===== config.mk =====
export PLATFORM = sky130hd
export DESIGN_NAME = instr_fetch
export DESIGN_NICKNAME = d
export VERILOG_FILES = /design/src/rtl/instr_fetch.sv
export SDC_FILE = /design/constraint.sdc
export NUM_CORES = 1
export LEC_CHECK = 0
export BUFFER_PORTS_ARGS = -buffer_cell sky130_fd_sc_hd__clkbuf_2
export CORE_ASPECT_RATIO = 0.9
export CORE_UTILIZATION = 30
export DETAILED_ROUTE_END_ITERATION = 6
export MAX_ROUTING_LAYER = met4
export PLACE_DENSITY = 0.56
export SKIP_LAST_GASP = 1
export SLEW_MARGIN = 20
export SYNTH_ARGS = -nofsm -noshare
export SYNTH_HDL_FRONTEND = slang
export SYNTH_SLANG_ARGS = --single-unit

===== constraint.sdc =====
create_clock -name clk -period 4.58 [get_ports clk]
set_input_delay 0.229 -clock clk [delete_from_list [all_inputs] [get_ports clk]]
set_output_delay 0.229 -clock clk [all_outputs]
set_load 0.03 [all_outputs]

===== src/rtl/instr_fetch.sv =====
// instr_fetch: program counter, instruction-memory fetch handshake and
// instruction register for the lab MIPS core. Two-state FSM (FETCH, ISSUE).
// Optional build macro FETCH_JUMP_EN adds J-type (opcode 2) jump handling;
// without it opcode 2 simply advances the PC by 4.
module instr_fetch #(
  parameter logic [31:0] RESET_PC = 32'h0000_0000
) (
  input  logic        clk,
  input  logic        rst,
  output logic        imem_req,
  output logic [31:0] imem_addr,
  input  logic        imem_ack,
  input  logic [31:0] imem_rdata,
  input  logic        stall,
  input  logic        branch,
  input  logic        zero,
  output logic        instr_valid,
  output logic [5:0]  op_code,
  output logic [4:0]  rs,
  output logic [4:0]  rt,
  output logic [4:0]  rd,
  output logic [5:0]  funct,
  output logic [15:0] imm,
  output logic [31:0] pc_plus4
);

  typedef enum logic {
    FETCH = 1'b0,
    ISSUE = 1'b1
  } state_e;

  state_e      state_q, state_d;
  logic [31:0] pc_q, pc_d;
  logic [31:0] ir_q, ir_d;

  // Taken-branch target: PC+4 plus the sign-extended word offset.
  function automatic logic [31:0] branch_target(input logic [31:0] pc4,
                                                input logic [15:0] off);
    logic signed [31:0] disp;
    disp = {{14{off[15]}}, off, 2'b00};
    return pc4 + disp;
  endfunction

`ifdef FETCH_JUMP_EN
  // J-type target: top nibble of PC+4 with the 26-bit word index.
  function automatic logic [31:0] jump_target(input logic [31:0] pc4,
                                              input logic [25:0] idx);
    return {pc4[31:28], idx, 2'b00};
  endfunction
`endif

  assign pc_plus4    = pc_q + 32'd4;
  assign imem_req    = (state_q == FETCH);
  assign imem_addr   = pc_q;
  assign instr_valid = (state_q == ISSUE);

  // Field outputs are plain slices of the instruction register.
  assign op_code = ir_q[31:26];
  assign rs      = ir_q[25:21];
  assign rt      = ir_q[20:16];
  assign rd      = ir_q[15:11];
  assign funct   = ir_q[5:0];
  assign imm     = ir_q[15:0];

  // Next-state, next-PC and instruction-register load selection.
  always_comb begin
    state_d = state_q;
    pc_d    = pc_q;
    ir_d    = ir_q;
    case (state_q)
      FETCH: begin
        if (imem_ack) begin
          ir_d    = imem_rdata;
          state_d = ISSUE;
        end
      end
      ISSUE: begin
        if (!stall) begin
          state_d = FETCH;
          if (branch && zero) begin
            pc_d = branch_target(pc_plus4, ir_q[15:0]);
          end else begin
            pc_d = pc_plus4;
          end
`ifdef FETCH_JUMP_EN
          // Jump overrides any branch decision for the same instruction.
          if (ir_q[31:26] == 6'd2) begin
            pc_d = jump_target(pc_plus4, ir_q[25:0]);
          end
`endif
        end
      end
      default: state_d = FETCH;
    endcase
  end

  // State, PC and IR registers; reset abandons any pending fetch or issue.
  always_ff @(posedge clk) begin
    if (rst) begin
      state_q <= FETCH;
      pc_q    <= {RESET_PC[31:2], 2'b00};
      ir_q    <= 32'h0;
    end else begin
      state_q <= state_d;
      pc_q    <= {pc_d[31:2], 2'b00};
      ir_q    <= ir_d;
    end
  end

endmodule


# Word level (Yosys, flattened, before mapping)
# Cells that the tools add are included.
totals:
  ff_bits: 65
  in_bits: 38
  output_inout_bits: 109
classes:
  addsub: 2
  mux: 4
  n_bitwise: 2
  reduce_logical: 3
op_table:
  columns: ["op", "n"]
  rows:
  - ["$add 32x3->32 const B", 1]
  - ["$add 32x32->32", 1]
  - ["$mux 32", 1]
  - ["$reduce_and 2->1", 2]
  - ["$mux 1", 2]
  - ["$not 1->1", 2]
  - ["$pmux 1 s2", 1]
  - ["$logic_and 1x1->1", 1]

# Depth between registers and ports, before layout
depth:
  depth_word: 3
  mapped_depth: 18

# Worst setup path after synthesis
# OpenSTA, ideal clock, no wires.
synth_timing:
  path_type: "flip-flop to flip-flop"
  startpoint: "register pc_q[3] (netlist: imem_addr[3])"
  endpoint: "register pc_q[31] (netlist: imem_addr[31])"
  setup_ns: 0.121
  arrival_time_ns: 4.568
  required_time_ns: 4.459
  path_slack_ns: -0.109
  path_stages_with_launch: 18
  n_path_buf: 2
  period_less_slack_ns: 4.689
  cell_sequence: "dfxtp_1 ha_1 and3_1 clkbuf_2 nand4_1 nor3_1 nand3_1 xnor2_1 ha_1 clkbuf_1 a21o_1 a21o_1 a21oi_1 o2bb2ai_1 or3_1 nand3_1 mux2i_1 mux2_2"
synth_via:
  elab_chain_len: 3
synth_rtl:
  columns: ["item", "line_no", "rtl"]
  rows:
  - ["from (decl)", "33", "logic [31:0] pc_q, pc_d;"]
  - ["from (signal assigned)", "101", "pc_q <= {RESET_PC[31:2], 2'b00};"]
  - ["from (signal assigned)", "105", "pc_q <= {pc_d[31:2], 2'b00};"]
  - ["$add 32x3->32", "52", "assign pc_plus4 = pc_q + 32'd4;"]
  - ["named net pc_plus4[24]", "24", "output logic [31:0] pc_plus4"]
  - ["$add 32x32->32", "41", "return pc4 + disp;"]
  - ["$mux 32", "80", "if (branch && zero) begin"]
# The timed path passes the listed nets, and every way through them passes these cells.
# A chain may end at the register's enable or synchronous reset.

# Final worst setup path
layout_timing:
  startpoint: "register pc_q[12] (netlist: imem_addr[12])"
  endpoint: "register pc_q[31] (netlist: imem_addr[31])"
layout_via:
  elab_chain_len: 3
layout_rtl:
  columns: ["item", "line_no"]
  rows:
  - ["$add 32x3->32 (*)", "52"]
  - ["$add 32x32->32", "41"]
  - ["$mux 32 (*)", "80"]
# Mark *: on every way between the ends. The rest lies on a longest branch, timed or not.

==> flow_summary.ini <==
[status]
run_status = completed

[sta]
max-slew-margin-rel_pct = 36.31
period_minus_slack_ps = 4234
slew_viol_final = 0
skew_ps = 8.098
clock.fmax_ghz = 0.2362
worstMarginPinSlew_ps = 955.3
hold_viol_final = 0
rsz0062_at_grt = no
finalCritPeriodShare_pct = 92.45
setup_tns_ps = 0
finalSetupViolCount = 0

[synth]
yosys_warnings = 0
synth-seq-cells = 63
yosysTopAreaCell = dfxtp_1
postSynthAreaPerCell_sq_um = 7.445
synth_area_sq_um = 4810
synth_edf_count = 0
synth.area.top_cells = dfxtp_1, ha_1, nand2_1
async_flop_share_pct = 0
ys_types = 60
synthCells = 646
ys.flop_type = dfxtp_1
seq_area_frac_synth_pct = 26.22
yosysTopAreaCellShare_pct = 26.22

[route]
drt-pass1-iter-count = 4
avgRoutedWirePerCell_um = 15.88
num_vias = 4796
viasPerCell = 4.955
postRouteAntennaNets = 0
drt_iter0_markers = 234
drc = 0
wirelength_mm = 15.37

[die]
die-area_sq_um = 16540
core_sq_um = 15550
die_w_um = 135.5
die_y_um = 122.1
rows = 43
ios = 147
start_util_pct = 30.93

[cts]
cts_buffers = 9
cts_tree = built
clockRootBuffer = clkbuf_16
ctsHoldBuffers = 0
clkTransAtPathRegs_ps = 60
clkLatencyLatePin_ps = 340
htree_levels = 3
clockBufferDepth = 2
cts.sinks = 63

[hold_path]
hold_start = imem_rdata[4]
hold-path-cell-count = 3
hp-class = in -> reg

[worst_setup_path]
timing.critical_path.from = imem_addr[12]
cp_data_arrival_time_ps = 4470
cp-end-kind = register
critical_path_class = reg -> reg
ff2ff_path_depth = 14
cp.required_ps = 4810
regToRegSetupSlack_ps = 350
crit_fanout = 8
crit-reg2reg-capture = imem_addr[31]
crit_end = imem_addr[31]
start_kind = register
r2r_start = imem_addr[12]

[placed_design]
postPlaceCellArea_sq_um = 5634
hpwl_mm = 11.58
portBuffers = 142
placed_cells = 952
gp_congestion = 0.8452

[global_route]
grt_pass1_wl_mm = 24.56
grt_max_degree = 65
grt_usage_pct = 19.87
gr-total-overflow = 0
antenna_found_initial = 0
grt_pass1_vias = 4572

[power]
peakVddDrop_v = 0.0002009
powerDensity_nw_per_um2 = 279.7
leakage_nw = 2.904

[final_layout]
design_area_sq_um = 5943
antenna_cells = 0
final_cells = 968
layout.nets = 836
drive_gt1_share_pct = 24.28
fin_util_pct = 38.22
area_growth_syn_to_layout_pct = 23.57

[job]
drv_cap = 0
## placed cells by master, fill, tap and decap left out, types with 6 or more instances in the layout
master / n
inv_1: 8
xor2_1: 26
o21ai_0: 42
nor3_1: 9
nor2_1: 53
dfxtp_1: 63
a31oi_1: 6
buf_4: 12
clkbuf_2: 142
nand2_1: 108
a211oi_1: 10
a21o_1: 24
a21oi_1: 69
and3_1: 10
ha_1: 36
nand4_1: 12
clkbuf_16: 9
a221oi_1: 6
xnor2_1: 22
nand3_1: 21
## kinds of logic after synthesis
family                     after synthesis  synth area share (%)
and+or+nand+nor                        244                 23.13
AOI/OAI and AO/OA                      186                 24.71
DFF                                     63                 26.22
buffers and inverters                   61                 6.035
xor gates and xnor gates                51                 9.287
adders and majority gates               37                 9.781
muxes                                    3                0.7543
other                                    1               0.07797
## power by group
part,internal [W],switching [W],leakage (nW)
sequential,0.000575,0.0000319,0.515
clock,0.000425,0.000271,0.147
combinational,0.000112,0.000247,2.24
total,0.00111,0.000550,2.90
## state kept, by name, summed over array words and instances, names as in the netlist
name	flops
imem_addr	30
instr_valid	1
ir_q	32
## what timing repair did
item,CTS,global route
setup endpoints to repair,0,1
buffers inserted,0,0
resized for setup,0,1
## layout make-up
| type | count | area, sq um |
|---|---|---|
| clock buffers | 10 | 229.0 |
| well taps | 202 | 252.7 |
| flip-flops and latches | 63 | 1261 |
| repair buffers | 154 | 800.8 |
| clock inverters | 6 | 70.07 |
| inverters | 8 | 30.03 |
| fillers | 1668 | 9605 |
| multi-input cells | 525 | 3299 |
## stage by stage
| step | setup slack [ps] | total power [W] | hold slack, ps |
|---|---|---|---|
| after floorplan | 100.8 | 0.0008741 | 365.0 |
| after global placement | 409.8 | 0.0009778 | 444.4 |
| after detailed placement | 355.6 | 0.0009774 | 447.7 |
| after CTS | 344.7 | 0.001679 | 90.06 |
| after global routing | 44.59 | 0.001737 | 100.2 |
| final | 345.8 | 0.001662 | 98.90 |
## metal layers
metal,GRT usage (%),part of all wire (%),up-vias
li1,-,-,2503
met1,28.03,51,2133
met2,27.92,41,145
met3,4.619,7.4,15
met4,5.337,1.2,0
met5,-,0,-
## cell usage after synthesis (2+ instances only)
master	number
o21ai_0	42
dfxtp_1	63
xor2_1	26
buf_1	2
nand3_1	21
a221o_1	2
nand4_1	12
a21o_1	24
a211o_1	2
and4_1	4
clkbuf_2	3
nor3_1	9
clkbuf_1	32
xnor2_1	25
nor3b_1	3
nand2_1	109
and2_1	4
nor2_1	54
ha_1	36
a2111oi_0	2
o21a_1	3
a211oi_1	10
and3_1	10
a31oi_1	6
buf_4	15
inv_1	8
nor2b_1	6
a221oi_1	6
a22oi_1	2
nand2b_1	3
a311oi_1	4
a21oi_1	69
a21oi_2	2
## how the worst min path moves through the flow
stage / to
final: ir_q[4]
after global routing: ir_q[29]
after CTS: ir_q[23]
after detailed placement: ir_q[25]
after global placement: ir_q[27]
after floorplan: ir_q[0]
## critical path, cell delays in order, from the launching register on
cell and delay (ps):
dfxtp_1 450, and4_1 290, nand4_1 250, nor3_2 520, or3b_2 510, xnor2_1 200, ha_1 280, a21o_1 170
a21o_1 170, a21oi_1 180, o2bb2ai_1 110, or3_1 370, nand3_1 90, mux2i_1 190, mux2_2 340
Power figures use the tool's default switching activity.
